$ cat config.mk
export PLATFORM = sky130hd
export DESIGN_NAME = clock_reset_sequencer_flat
export DESIGN_NICKNAME = d
export VERILOG_FILES = /design/src/rtl/clock_reset_sequencer_if.sv /design/src/rtl/clock_reset_sequencer.sv /design/src/flat_wrapper.sv
export SDC_FILE = /design/constraint.sdc
export NUM_CORES = 1
export LEC_CHECK = 0
export ABC_CLOCK_PERIOD_IN_PS = 4900
export BUFFER_PORTS_ARGS = -buffer_cell sky130_fd_sc_hd__buf_2
export CAP_MARGIN = 40
export CORE_MARGIN = 4
export CORE_UTILIZATION = 45
export DETAILED_ROUTE_END_ITERATION = 12
export MAX_ROUTING_LAYER = met4
export PLACE_DENSITY = 0.61
export SLEW_MARGIN = 20
export SYNTH_ARGS = -nofsm -noshare
export SYNTH_HDL_FRONTEND = slang
export SYNTH_SLANG_ARGS = --single-unit
$ cat constraint.sdc
create_clock -name i_clock -period 4.9 [get_ports i_clock]
set_clock_uncertainty 0.2 [all_clocks]
set_input_delay 0.245 -clock i_clock [delete_from_list [all_inputs] [get_ports i_clock]]
set_output_delay 0.245 -clock i_clock [all_outputs]
set_load 0.005 [all_outputs]
$ cat src/rtl/clock_reset_sequencer_if.sv
// Control/status bundle of the clock/reset sequencer: lock flags and requests in,
// generator reset, domain resets, qualified valid and loss count out.
interface clock_reset_sequencer_if #(
  parameter int NUM_LOCKS   = 1,
  parameter int NUM_DOMAINS = 4,
  parameter int CNT_W       = 8
);
  logic [NUM_LOCKS-1:0]   i_locked;
  logic                   i_soft_reset;
  logic                   i_clear_count;
  logic                   o_pll_reset;
  logic [NUM_DOMAINS-1:0] o_domain_reset;
  logic                   o_valid;
  logic [CNT_W-1:0]       o_loss_count;

  modport master (
    output i_locked, i_soft_reset, i_clear_count,
    input  o_pll_reset, o_domain_reset, o_valid, o_loss_count
  );

  modport slave (
    input  i_locked, i_soft_reset, i_clear_count,
    output o_pll_reset, o_domain_reset, o_valid, o_loss_count
  );
endinterface

$ cat src/rtl/clock_reset_sequencer.sv
// Supervises clock-generator lock, pulses the generator reset, and releases the
// per-domain resets in a staggered order once lock has been stable.
module clock_reset_sequencer #(
  parameter int NUM_LOCKS      = 1,
  parameter int NUM_DOMAINS    = 4,
  parameter int PLL_RST_CYCLES = 16,
  parameter int LOCK_TIMEOUT   = 65536,
  parameter int STABLE_CYCLES  = 256,
  parameter int STAGGER_CYCLES = 8,
  parameter int CNT_W          = 8
) (
  input  logic                  i_clock,
  input  logic                  i_reset,
  clock_reset_sequencer_if.slave bus
);

  localparam int REL_CYCLES = NUM_DOMAINS * STAGGER_CYCLES;
  localparam int MAX_A      = (LOCK_TIMEOUT > STABLE_CYCLES) ? LOCK_TIMEOUT : STABLE_CYCLES;
  localparam int MAX_B      = (REL_CYCLES > PLL_RST_CYCLES) ? REL_CYCLES : PLL_RST_CYCLES;
  localparam int CNT_MAX    = (MAX_A > MAX_B) ? MAX_A : MAX_B;
  // One extra code so RELEASE can sit at REL_CYCLES for its final cycle.
  localparam int CW         = $clog2(CNT_MAX + 1);

  typedef logic [CW-1:0] cnt_t;

  localparam cnt_t PLL_LAST     = cnt_t'(PLL_RST_CYCLES - 1);
  localparam cnt_t TIMEOUT_LAST = cnt_t'(LOCK_TIMEOUT - 1);
  localparam cnt_t STABLE_LAST  = cnt_t'(STABLE_CYCLES - 1);
  localparam cnt_t REL_LAST     = cnt_t'(REL_CYCLES);

  typedef enum logic [2:0] {
    ST_PLL_RST,
    ST_WAIT_LOCK,
    ST_STABLE,
    ST_RELEASE,
    ST_RUN
  } state_t;

  function automatic logic [CNT_W-1:0] sat_inc(input logic [CNT_W-1:0] v);
    return (&v) ? v : v + 1'b1;
  endfunction

  logic [NUM_LOCKS-1:0]   lock_sync_p0, lock_sync_p1;
  logic                   lock_s;
  state_t                 state, state_nx;
  cnt_t                   cnt, cnt_nx;
  logic                   loss_evt;
  logic                   pll_reset_q, pll_reset_nx;
  logic [NUM_DOMAINS-1:0] domain_reset_q, domain_reset_nx;
  logic                   valid_q, valid_nx;
  logic [CNT_W-1:0]       loss_count_q, loss_count_nx;

  // Stage p0 -> p1: two-flop synchronizer on each asynchronous lock flag
  always_ff @(posedge i_clock) begin
    lock_sync_p0 <= bus.i_locked;
    lock_sync_p1 <= lock_sync_p0;
  end

  assign lock_s = &lock_sync_p1;

  always_ff @(posedge i_clock) begin
    if (i_reset) begin
      state          <= ST_PLL_RST;
      cnt            <= '0;
      pll_reset_q    <= 1'b1;
      domain_reset_q <= '1;
      valid_q        <= 1'b0;
      loss_count_q   <= '0;
    end else begin
      state          <= state_nx;
      cnt            <= cnt_nx;
      pll_reset_q    <= pll_reset_nx;
      domain_reset_q <= domain_reset_nx;
      valid_q        <= valid_nx;
      loss_count_q   <= loss_count_nx;
    end
  end

  always_comb begin
    state_nx = state;
    cnt_nx   = '0;
    loss_evt = 1'b0;
    case (state)
      ST_PLL_RST: begin
        if (cnt == PLL_LAST) state_nx = ST_WAIT_LOCK;
        else                 cnt_nx   = cnt + 1'b1;
      end
      ST_WAIT_LOCK: begin
        if (lock_s)                    state_nx = ST_STABLE;
        else if (cnt == TIMEOUT_LAST)  state_nx = ST_PLL_RST;
        else                           cnt_nx   = cnt + 1'b1;
      end
      ST_STABLE: begin
        if (!lock_s)                  state_nx = ST_WAIT_LOCK;
        else if (cnt == STABLE_LAST)  state_nx = ST_RELEASE;
        else                          cnt_nx   = cnt + 1'b1;
      end
      ST_RELEASE, ST_RUN: begin
        // Lock loss wins over a same-cycle soft reset; soft reset restarts RELEASE at 0.
        if (!lock_s) begin
          state_nx = ST_WAIT_LOCK;
          loss_evt = 1'b1;
        end else if (bus.i_soft_reset) begin
          state_nx = ST_RELEASE;
        end else if (state == ST_RELEASE) begin
          if (cnt == REL_LAST) state_nx = ST_RUN;
          else                 cnt_nx   = cnt + 1'b1;
        end
      end
      default: state_nx = ST_PLL_RST;
    endcase
  end

  // Outputs are registered from the next state/count so they track the state exactly.
  always_comb begin
    pll_reset_nx    = (state_nx == ST_PLL_RST);
    valid_nx        = (state_nx == ST_RUN);
    domain_reset_nx = '1;
    if (state_nx == ST_RUN) begin
      domain_reset_nx = '0;
    end else if (state_nx == ST_RELEASE) begin
      for (int k = 0; k < NUM_DOMAINS; k++)
        domain_reset_nx[k] = (cnt_nx < cnt_t'((k + 1) * STAGGER_CYCLES));
    end
    if (bus.i_clear_count)  loss_count_nx = '0;
    else if (loss_evt)      loss_count_nx = sat_inc(loss_count_q);
    else                    loss_count_nx = loss_count_q;
  end

  assign bus.o_pll_reset    = pll_reset_q;
  assign bus.o_domain_reset = domain_reset_q;
  assign bus.o_valid        = valid_q;
  assign bus.o_loss_count   = loss_count_q;

endmodule

$ cat src/flat_wrapper.sv
// flat-port wrapper written by rule: the top's interface ports become plain ports
module clock_reset_sequencer_flat 
#(
  parameter int NUM_LOCKS      = 1,
  parameter int NUM_DOMAINS    = 4,
  parameter int PLL_RST_CYCLES = 16,
  parameter int LOCK_TIMEOUT   = 65536,
  parameter int STABLE_CYCLES  = 256,
  parameter int STAGGER_CYCLES = 8,
  parameter int CNT_W          = 8
)
  (i_clock, i_reset, bus_i_locked, bus_i_soft_reset, bus_i_clear_count, bus_o_pll_reset, bus_o_domain_reset, bus_o_valid, bus_o_loss_count);
  clock_reset_sequencer_if #(.NUM_LOCKS(NUM_LOCKS), .NUM_DOMAINS(NUM_DOMAINS), .CNT_W(CNT_W)) bus_i ();
  input  logic i_clock;
  input  logic i_reset;
  input wire logic [$bits(bus_i.i_locked)-1:0] bus_i_locked;
  input wire logic [$bits(bus_i.i_soft_reset)-1:0] bus_i_soft_reset;
  input wire logic [$bits(bus_i.i_clear_count)-1:0] bus_i_clear_count;
  output wire logic [$bits(bus_i.o_pll_reset)-1:0] bus_o_pll_reset;
  output wire logic [$bits(bus_i.o_domain_reset)-1:0] bus_o_domain_reset;
  output wire logic [$bits(bus_i.o_valid)-1:0] bus_o_valid;
  output wire logic [$bits(bus_i.o_loss_count)-1:0] bus_o_loss_count;
  assign bus_i.i_locked = bus_i_locked;
  assign bus_i.i_soft_reset = bus_i_soft_reset;
  assign bus_i.i_clear_count = bus_i_clear_count;
  assign bus_o_pll_reset = bus_i.o_pll_reset;
  assign bus_o_domain_reset = bus_i.o_domain_reset;
  assign bus_o_valid = bus_i.o_valid;
  assign bus_o_loss_count = bus_i.o_loss_count;
  clock_reset_sequencer #(.NUM_LOCKS(NUM_LOCKS), .NUM_DOMAINS(NUM_DOMAINS), .PLL_RST_CYCLES(PLL_RST_CYCLES), .LOCK_TIMEOUT(LOCK_TIMEOUT), .STABLE_CYCLES(STABLE_CYCLES), .STAGGER_CYCLES(STAGGER_CYCLES), .CNT_W(CNT_W)) u_core (.i_clock(i_clock), .i_reset(i_reset), .bus(bus_i));
endmodule
==> results of run 1 <==
## critical path, cell delays in order, from the launching register on
cell and delay, ns:
dfxtp_1 0.40, ha_1 0.22, nand3_1 0.28, nor4_1 0.49, nand3_1 0.16, inv_1 0.08, ha_1 0.14, nor2b_1 0.07
a221o_1 0.26, a211oi_1 0.37, a211oi_1 0.11, a211oi_2 0.24
## metal layers
layer | vias to the layer above | routed length (um) | global-route usage (%)
met5 | - | 0 | -
met1 | 710 | 1870 | 21.8
met4 | 0 | 45 | 6.15
met2 | 21 | 1740 | 24.1
li1 | 813 | - | -
met3 | 5 | 138 | 4.13
## flip-flops by register name (all words and copies together), names as in the netlist
signal and flops:
u_core.bus.o_domain_reset 4, u_core.bus.o_loss_count 8, u_core.bus.o_pll_reset 1, u_core.bus.o_valid 1, u_core.cnt 17, u_core.lock_s 1, u_core.lock_sync_p0 1, u_core.state 3
## metrics by stage
stage	power [mW]	hold slack [ns]	utilization (%)	worst slack (ns)
5_1_grt	0.596	0.0344	52.5	1.59
4_1_cts	0.585	0.0220	52.5	1.79
3_3_place_gp	0.320	0.121	49.6	1.89
3_5_place_dp	0.320	0.118	49.6	1.83
2_1_floorplan	0.316	0.0727	-	2.10
6_report	0.574	0.0348	52.5	1.80
## final cells by class
class / instances / share of cell area [%]
multi-input combinational: 163 / 51.6
sequential: 36 / 33.8
timing repair buffer: 19 / 4.69
clock buffer: 5 / 3.23
tap: 50 / 2.93
clock inverter: 3 / 2.00
inverter: 10 / 1.76
## how the worst max path moves through the flow
stage	startpoint	end	slack, ns
after floorplan	u_core.cnt[0]$_SDFF_PP0_	u_core.bus.o_domain_reset[3]$_SDFF_PP1_	2.10
after global placement	u_core.cnt[0]$_SDFF_PP0_	u_core.bus.o_domain_reset[3]$_SDFF_PP1_	1.89
after detailed placement	u_core.cnt[0]$_SDFF_PP0_	u_core.bus.o_domain_reset[3]$_SDFF_PP1_	1.83
after CTS	u_core.cnt[0]$_SDFF_PP0_	u_core.bus.o_domain_reset[3]$_SDFF_PP1_	1.79
after global routing	u_core.cnt[0]$_SDFF_PP0_	u_core.bus.o_domain_reset[3]$_SDFF_PP1_	1.59
final	u_core.cnt[0]$_SDFF_PP0_	u_core.bus.o_domain_reset[3]$_SDFF_PP1_	1.80
## what timing repair did
| item | 4_1_cts | 5_1_grt |
|---|---|---|
| endpoints found under the setup margin | 0 | 0 |
| hold endpoints to repair | 1 | 0 |
| hold buffers | 1 | 0 |
## kinds of logic (layout without fill, tap and decap cells)
group / after synthesis / after routing
AND/OR/NAND/NOR: 107 / 107
AO/OA/AOI/OAI: 28 / 28
XOR/XNOR: 23 / 23
buffers and inverters: 19 / 37
flip-flops: 36 / 36
adder cells (fa/ha/maj): 5 / 5
## layout by cell type (no fill, tap or decap), drive strengths merged, types with 3 or more instances in the layout
cell type	n
nor4	7
or4	4
nor3b	3
nor2	28
xnor2	12
nor3	8
nand3	11
nand4	8
nor2b	6
inv	10
a211oi	5
a21oi	10
clkbuf	5
xor2	11
a311oi	3
and4	3
nand2	13
buf	18
ha	5
dfxtp	36
## power groups by stage
stage | registers [mW] | logic [mW] | clock network [mW]
floorplan | 0.305 | 0.0118 | 0
global placement | 0.306 | 0.0140 | 0
detailed placement | 0.306 | 0.0138 | 0
CTS | 0.299 | 0.0145 | 0.271
global route | 0.300 | 0.0167 | 0.279
finish | 0.299 | 0.0141 | 0.261
==> impl_metrics.json, run 1 <==
{
  "status": "finished, final reports clean",
  "synthTopCellsByCount": "dfxtp_1 (36), nor2_1 (28), nand2_1 (13)",
  "relSlewSlack_pct": 54.9,
  "crit_required_ns": 4.92,
  "period_share_pct": 63.2,
  "numCtsBuffers": 5,
  "portBuffers": 18,
  "layout.nets": 245,
  "crit_type": "reg2reg",
  "seqCellArea_um2": 721,
  "finalHoldViolations": 0,
  "core_region_area_um2": 4060,
  "p_comb_share_pct": 2.5,
  "clockBufferDepth": 2,
  "die_area_um2": 5360,
  "yosysMostFrequentCell": "dfxtp_1",
  "syn-num-nets": 228,
  "place.gp.congestion": 0.873,
  "yosysWarnings": 0,
  "r2r-end": "u_core.bus.o_domain_reset[3]$_SDFF_PP1_",
  "initial_utilization_pct": 47.2,
  "reg2reg_depth": 11,
  "cts_num_sinks": 36,
  "synth_area_um2": 1910,
  "cts_resized": 0,
  "synthFlopType": "dfxtp_1",
  "synth_fa_ha_area_share_pct": 3.27,
  "worstReg2RegStart": "u_core.cnt[0]$_SDFF_PP0_",
  "grt_overflow": 0,
  "power_frac_seq_pct": 52.1,
  "p_switching_mw": 0.122,
  "p_int_mw": 0.452,
  "slew_violations": 0,
  "fmax_mhz": 323,
  "crit_arrival_ns": 3.11,
  "area_delta_synth_final_pct": 11.4,
  "min_to": "u_core.cnt[16]$_SDFF_PP0_",
  "n_antenna_cell": 0,
  "clkTransAtPathRegs_ns": 0.08,
  "synthXorXnorAreaFrac_pct": 10.5,
  "synth_edf_count": 0,
  "synthArstFlopShare_pct": 0,
  "layout.cells.non_filler": 286,
  "routedWlPerCell_um": 13.3,
  "synthCells": 218,
  "powerDensity_nw_per_um2": 269,
  "endpoint_kind": "flip-flop",
  "multi_input_area_um2": 1100,
  "worstHoldStart": "i_reset",
  "synth_top_area_cell": "dfxtp_1",
  "grt_setup_unrepaired": "false",
  "dp_hpwl_um": 2740,
  "place_area_um2": 2010,
  "ys_top_cells_by_area": "dfxtp_1 (38%), nor2_1 (5.5%), xnor2_1 (5.5%), xor2_1 (5.0%), ha_1 (3.3%)",
  "cts_tree": "built",
  "yosysUniqueCellTypes": 51,
  "synth_simple_gate_area_share_pct": 32.4,
  "worstMarginPinSlew_ns": 0.672,
  "dp.cells": 277,
  "drtAntennaViolNets": 0,
  "die_h_um": 73.2,
  "die_w_um": 73.2,
  "grt_pass1_vias": 1434,
  "num_vias": 1549,
  "vias_per_cell": 5.42,
  "globalRouteTotalUtil_pct": 16.5,
  "cap_violations": 0,
  "hold_path.class": "in2reg",
  "clock_power_share_pct": 45.4,
  "cts_root_buf": "clkbuf_8",
  "r2r_slack_ns": 1.80,
  "grt_first_pass_wirelength_um": 6660,
  "netlist.area_leader.share_pct": 37.6,
  "cp_max_fo": 8,
  "seq_area_frac_synth_pct": 37.6,
  "grt_max_degree": 16,
  "dr.first_iter.drc_count": 125,
  "clock_latency_ns": 0.29,
  "drc": 0,
  "fp-row-count": 23,
  "final.setup.tns_ns": 0,
  "fin_crit_ns": 3.10,
  "antenna_found_initial": 0,
  "synth_seq_cells": 36,
  "swShare_pct": 21.3,
  "htreeDepth": 2,
  "synth_area_per_cell_um2": 8.78,
  "synth_compound_area_share_pct": 11.3,
  "drtPass1Iterations": 4,
  "p_leak_nw": 0.789,
  "synthMuxAreaShare_pct": 0,
  "routed_wl_um": 3790,
  "ios": 19,
  "drive_above_1_share_pct": 16.1,
  "synth_top_family_by_area": "simple AND/OR/NAND/NOR gates",
  "vdd_drop_max_mv": 0.139,
  "fin_area_um2": 2130,
  "post-cts-setup-buffers": 0,
  "start_kind": "flip-flop",
  "finalSetupViolCount": 0,
  "fill_cells": 390,
  "hold_depth": 2
}
Note: power is estimated with default switching activity, not from simulation.
==> run 2, diff against run 1 <==
--- a/config.mk
+++ b/config.mk
@@ -5,14 +5,15 @@
 export SDC_FILE = /design/constraint.sdc
 export NUM_CORES = 1
 export LEC_CHECK = 0
-export ABC_CLOCK_PERIOD_IN_PS = 4900
+export ABC_AREA = 1
+export ABC_CLOCK_PERIOD_IN_PS = 2700
 export BUFFER_PORTS_ARGS = -buffer_cell sky130_fd_sc_hd__buf_2
 export CAP_MARGIN = 40
 export CORE_MARGIN = 4
 export CORE_UTILIZATION = 45
 export DETAILED_ROUTE_END_ITERATION = 12
 export MAX_ROUTING_LAYER = met4
-export PLACE_DENSITY = 0.61
+export PLACE_DENSITY = 0.64
 export SLEW_MARGIN = 20
 export SYNTH_ARGS = -nofsm -noshare
 export SYNTH_HDL_FRONTEND = slang
==> constraint.sdc (replaced) <==
create_clock -name i_clock -period 2.7 [get_ports i_clock]
set_clock_uncertainty 0.2 [all_clocks]
set_input_delay 0.135 -clock i_clock [delete_from_list [all_inputs] [get_ports i_clock]]
set_output_delay 0.135 -clock i_clock [all_outputs]
set_load 0.005 [all_outputs]
==> impl_metrics.json, run 2 <==
{
  "seq_area_frac_synth_pct": 35.4,
  "routedWlPerCell_um": 11.6,
  "globalRouteTotalUtil_pct": 17.6,
  "worstMarginPinSlew_ns": 0.473,
  "layout.nets": 338,
  "ios": 19,
  "synth_edf_count": 0,
  "grt_setup_unrepaired": "false",
  "dr.first_iter.drc_count": 81,
  "grt_pass1_vias": 1651,
  "layout_commonest_cell": "nand2_1",
  "endpoint_kind": "flip-flop",
  "crit_required_ns": 2.72,
  "p_int_mw": 0.823,
  "ys_top_cells_by_area": "dfxtp_1 (35%), nand2_1 (13%), nor2_1 (9.8%), inv_1 (5.7%), nand3_1 (5.4%)",
  "slowest_stage": "dfxtp_1",
  "crit_arrival_ns": 2.43,
  "vias_per_cell": 4.92,
  "grt_max_degree": 14,
  "synth_seq_cells": 36,
  "r2r_slack_ns": 0.29,
  "final.setup.tns_ns": 0,
  "clock_latency_ns": 0.29,
  "grt_first_pass_wirelength_um": 7370,
  "synthTopCellsByCount": "nand2_1 (68), nor2_1 (53), dfxtp_1 (36)",
  "grt_overflow": 0,
  "synthCells": 299,
  "htreeDepth": 2,
  "synthFlopType": "dfxtp_1",
  "synthArstFlopShare_pct": 0,
  "fin_area_um2": 2340,
  "drtAntennaViolNets": 0,
  "final_cell_mix": "nand2_1 (68), nor2_1 (53), dfxtp_1 (36), inv_1 (31), nand3_1 (22)",
  "drtPass1Iterations": 4,
  "layout.cells.non_filler": 381,
  "path_common_cell": "a21oi_2",
  "netlist.area_leader.share_pct": 35.4,
  "top_register": "u_core.cnt",
  "swShare_pct": 21.6,
  "core_region_area_um2": 4350,
  "num_vias": 1876,
  "drc": 0,
  "finalHoldViolations": 0,
  "clkTransAtPathRegs_ns": 0.07,
  "fmax_mhz": 416,
  "antenna_found_initial": 0,
  "yosysWarnings": 0,
  "yosysUniqueCellTypes": 27,
  "yosysMostFrequentCell": "nand2_1",
  "die_h_um": 75.3,
  "cp_max_fo": 8,
  "period_share_pct": 89.1,
  "die_area_um2": 5670,
  "place_area_um2": 2190,
  "hold_path.class": "reg2reg",
  "p_switching_mw": 0.227,
  "synth_area_per_cell_um2": 6.81,
  "slowest_delay_ns": 0.45,
  "p_leak_nw": 1.01,
  "powerDensity_nw_per_um2": 448,
  "slew_violations": 0,
  "crit_type": "reg2reg",
  "synth_top_area_cell": "dfxtp_1",
  "start_kind": "flip-flop",
  "dp.cells": 369,
  "p_total_mw": 1.05,
  "largest_reg_flops": 17,
  "numCtsBuffers": 5,
  "cts_root_buf": "clkbuf_8",
  "vdd_drop_max_mv": 0.277,
  "drive_above_1_share_pct": 20.4,
  "clockBufferDepth": 2,
  "die_w_um": 75.3,
  "fp-row-count": 24,
  "power_frac_seq_pct": 51.7,
  "cts_num_sinks": 36,
  "cts_tree": "built",
  "p_comb_share_pct": 3.2,
  "status": "finished, final reports clean",
  "area_delta_synth_final_pct": 15.1,
  "synth_area_um2": 2040,
  "cap_violations": 0,
  "place.gp.congestion": 0.872,
  "relSlewSlack_pct": 68.4,
  "routed_wl_um": 4430,
  "fin_crit_ns": 2.41,
  "clock_power_share_pct": 45.2,
  "initial_utilization_pct": 46.8,
  "finalSetupViolCount": 0,
  "n_antenna_cell": 0,
  "dp_hpwl_um": 3460,
  "path_cells": "ha_2 -> nand3_2 -> nor3_1 -> nand3_1 -> inv_1 -> ha_1 -> nor2_1 -> a21oi_2 -> nand3_4 -> o21ai_1 -> nand2_1 -> nor2_4 -> nand2_2 -> a21oi_2",
  "portBuffers": 18,
  "post-cts-setup-buffers": 0,
  "syn-num-nets": 309
}
run 2: logic make-up after synthesis:
kind of cell,after synthesis,share of synthesized area [%]
buffers and inverters,37,7.06
AND/OR/NAND/NOR,189,44.8
flip-flops,36,35.4
adder cells (fa/ha/maj),5,3.07
XOR/XNOR,2,0.860
AO/OA/AOI/OAI,30,8.85
run 2: layer usage:
| layer | up-vias | global-route usage, % | wire [um] |
|---|---|---|---|
| li1 | 1014 | - | - |
| met1 | 804 | 24.2 | 2230 |
| met4 | 0 | 7.18 | 87 |
| met3 | 7 | 4.27 | 238 |
| met5 | - | - | 0 |
| met2 | 51 | 24.7 | 1870 |
run 2: timing repair:
item | 4_1_cts | 5_1_grt
gates resized for setup | 0 | 1
setup endpoints to repair | 0 | 2
hold buffers | 4 | 0
hold endpoints to repair | 8 | 0
run 2: per-stage QoR:
| stage | worst slack [ns] | hold WS (ns) | util [%] |
|---|---|---|---|
| 6_report | 0.294 | 0.130 | 53.9 |
| 5_1_grt | 0.0107 | 0.136 | 53.9 |
| 4_1_cts | 0.260 | 0.132 | 53.8 |
| 3_5_place_dp | 0.274 | 0.0417 | 50.3 |
| 3_3_place_gp | 0.371 | 0.0369 | 50.3 |
| 2_1_floorplan | 0.400 | -0.0373 | - |
run 2: path summary, 6_finish.rpt:
path	from	to	cells after the start
worst max register to register	u_core.cnt[0]$_SDFF_PP0_	u_core.bus.o_domain_reset[0]$_SDFF_PP1_	14
worst min register to register	u_core.lock_sync_p0$_DFF_P_	u_core.lock_s$_DFF_P_	0
worst min-delay path	u_core.lock_sync_p0$_DFF_P_	u_core.lock_s$_DFF_P_	0
worst max-delay path	u_core.cnt[0]$_SDFF_PP0_	u_core.bus.o_domain_reset[0]$_SDFF_PP1_	14
run 2: power groups by stage:
stage / logic [mW] / clock network [mW] / registers, mW
2_1_floorplan: 0.0208 / 0 / 0.554
3_3_place_gp: 0.0294 / 0 / 0.555
3_5_place_dp: 0.0291 / 0 / 0.555
4_1_cts: 0.0337 / 0.490 / 0.542
5_1_grt: 0.0376 / 0.515 / 0.543
6_report: 0.0333 / 0.474 / 0.542
run 2: critical path, delay by kind of cell (launching register included):
| kind | cells | cell delay [ns] |
|---|---|---|
| flops | 1 | 0.45 |
| buf+inv | 1 | 0.07 |
| compound gates | 3 | 0.35 |
| simple gates | 8 | 0.86 |
| fa+ha+maj | 2 | 0.42 |
run 2: cell type report:
type                    instances  area, um^2
clock buffers                   5        68.8
flip-flops and latches         36         721
well taps                      52        65.1
repair buffers                 23         138
fillers                       437        2010
inverters                      36         135
clock inverters                 3        42.5
multi-input cells             226        1170
==> run 3, diff against run 2 <==
--- a/config.mk
+++ b/config.mk
@@ -6,14 +6,14 @@
 export NUM_CORES = 1
 export LEC_CHECK = 0
 export ABC_AREA = 1
-export ABC_CLOCK_PERIOD_IN_PS = 2700
+export ABC_CLOCK_PERIOD_IN_PS = 2800
 export BUFFER_PORTS_ARGS = -buffer_cell sky130_fd_sc_hd__buf_2
 export CAP_MARGIN = 40
 export CORE_MARGIN = 4
 export CORE_UTILIZATION = 45
 export DETAILED_ROUTE_END_ITERATION = 12
 export MAX_ROUTING_LAYER = met4
-export PLACE_DENSITY = 0.64
+export PLACE_DENSITY = 0.61
 export SLEW_MARGIN = 20
 export SYNTH_ARGS = -nofsm -noshare
 export SYNTH_HDL_FRONTEND = slang
==> constraint.sdc (replaced) <==
create_clock -name i_clock -period 2.8 [get_ports i_clock]
set_clock_uncertainty 0.2 [all_clocks]
set_input_delay 0.14 -clock i_clock [delete_from_list [all_inputs] [get_ports i_clock]]
set_output_delay 0.14 -clock i_clock [all_outputs]
set_load 0.005 [all_outputs]
==> impl_metrics.json, run 3 (synthesized netlist as in run 2, its figures left out) <==
{
  "status": "finished, final reports clean",
  "initial_utilization_pct": 46.8,
  "final.setup.tns_ns": 0,
  "fmax_mhz": 409,
  "area_delta_synth_final_pct": 14.6,
  "layout.nets": 337,
  "relSlewSlack_pct": 70.6,
  "post-cts-setup-buffers": 0,
  "dp_hpwl_um": 3400,
  "num_vias": 1875,
  "routedWlPerCell_um": 11.5,
  "die_area_um2": 5670,
  "drive_above_1_share_pct": 20.1,
  "path_cells": "ha_2 -> nand3_2 -> nor3_1 -> nand3_1 -> inv_1 -> ha_1 -> nor2_1 -> a21oi_2 -> nand3_4 -> nand2_1 -> nand2_2 -> nor2_4 -> nand2_2 -> a21oi_2",
  "slowest_delay_ns": 0.38,
  "start_kind": "flip-flop",
  "met3_length_um": 129,
  "cp_max_fo": 8,
  "htreeDepth": 2,
  "crit_type": "reg2reg",
  "grt_first_pass_wirelength_um": 7770,
  "clkTransAtPathRegs_ns": 0.07,
  "globalRouteTotalUtil_pct": 18.7,
  "ios": 19,
  "finalSetupViolCount": 0,
  "cts_tree": "built",
  "numCtsBuffers": 5,
  "slew_violations": 0,
  "cts_root_buf": "clkbuf_8",
  "met2_length_um": 2090,
  "crit_family": "simple AND/OR/NAND/NOR gates",
  "die_h_um": 75.3,
  "layout.cells.non_filler": 380,
  "period_share_pct": 87.3,
  "grt_max_degree": 14,
  "met1_length_um": 2090,
  "finalHoldViolations": 0,
  "critical_path_buf_inv_count": 1,
  "top_register": "u_core.cnt",
  "cts_num_sinks": 36,
  "die_w_um": 75.3,
  "layout_commonest_cell": "nand2_1",
  "routed_wl_um": 4380,
  "clock_latency_ns": 0.29,
  "vias_per_cell": 4.93,
  "largest_reg_flops": 17,
  "crit_required_ns": 2.82,
  "setup_ws_ns": 0.357,
  "drc": 0,
  "dp.cells": 368,
  "fp-row-count": 24,
  "antenna_found_initial": 0,
  "drtPass1Iterations": 4,
  "p_total_mw": 1.01,
  "post-place-ws_ns": 0.277,
  "dr.first_iter.drc_count": 108,
  "hold_depth": 0,
  "worstMarginPinSlew_ns": 0.438,
  "fin_crit_ns": 2.44,
  "reg2reg_depth": 14,
  "final_cell_mix": "nand2_1 (68), nor2_1 (53), dfxtp_1 (35), inv_1 (31), nand3_1 (22)",
  "path_depth": 14,
  "top_layer": "met4",
  "crit_arrival_ns": 2.46,
  "slowest_stage": "dfxtp_2",
  "drtAntennaViolNets": 0,
  "place.gp.congestion": 0.848,
  "grt_pass1_vias": 1757,
  "grt_setup_unrepaired": "false",
  "p_leak_nw": 1.01,
  "core_region_area_um2": 4350,
  "vdd_drop_max_mv": 0.353,
  "hold_path.class": "reg2reg",
  "clockBufferDepth": 2,
  "portBuffers": 18,
  "grt_overflow": 0,
  "n_antenna_cell": 0,
  "powerDensity_nw_per_um2": 431,
  "cap_violations": 0,
  "endpoint_kind": "flip-flop"
}
## run 3: changes by cell type in the layout (fill, tap and decap cells not counted), sizes merged
cell,before,now
buf,19,18
clkbuf,5,6
clkinvlp,1,0
## run 3: worst register-to-register path, stage by stage (launching register included)
cell	delay [ns]
dfxtp_2	0.38
ha_2	0.23
nand3_2	0.17
nor3_1	0.21
nand3_1	0.13
inv_1	0.08
ha_1	0.16
nor2_1	0.06
a21oi_2	0.14
nand3_4	0.13
nand2_1	0.12
nand2_2	0.07
nor2_4	0.14
nand2_2	0.07
a21oi_2	0.10
## run 3: path summary, 6_finish.rpt
check	from	to	slack, ns
setup / recovery	u_core.cnt[0]$_SDFF_PP0_	u_core.bus.o_domain_reset[0]$_SDFF_PP1_	0.36
hold / removal	u_core.lock_sync_p0$_DFF_P_	u_core.lock_s$_DFF_P_	0.14
setup reg to reg	u_core.cnt[0]$_SDFF_PP0_	u_core.bus.o_domain_reset[0]$_SDFF_PP1_	0.36
hold reg to reg	u_core.lock_sync_p0$_DFF_P_	u_core.lock_s$_DFF_P_	0.14
## run 3: layout make-up
type                    instances  area [um^2]
clock buffers                   6         72.6
clock inverters                 2         35.0
fillers                       440         2020
inverters                      36          135
multi-input cells             226         1170
flip-flops and latches         36          722
well taps                      52         65.1
repair buffers                 22          130
## run 3: stage by stage
stage	hold slack, ns	util [%]	instance area (um^2)
2_1_floorplan	-0.0323	-	2040
5_1_grt	0.147	53.6	2330
4_1_cts	0.141	53.5	2330
3_3_place_gp	0.0427	50.1	2180
3_5_place_dp	0.0467	50.1	2180
6_report	0.139	53.6	2330
## run 3: report_power, final
group / internal, mW / switching [mW] / leakage, nW
combinational: 0.0130 / 0.0187 / 0.662
sequential: 0.517 / 0.00598 / 0.292
clock: 0.264 / 0.188 / 0.0552
total: 0.795 / 0.212 / 1.01
## run 3: per-layer routing
metal | global-route usage, % | vias to the layer above
met5 | - | -
met4 | 6.41 | 0
met3 | 4.81 | 7
met2 | 30.1 | 21
met1 | 22.7 | 837
li1 | - | 1010
## run 3: timing repair
| action | in CTS | in global routing |
|---|---|---|
| hold endpoints to repair | 10 | 0 |
| setup endpoints to repair | 0 | 3 |
| hold buffers | 4 | 0 |
| gates resized for setup | 0 | 2 |
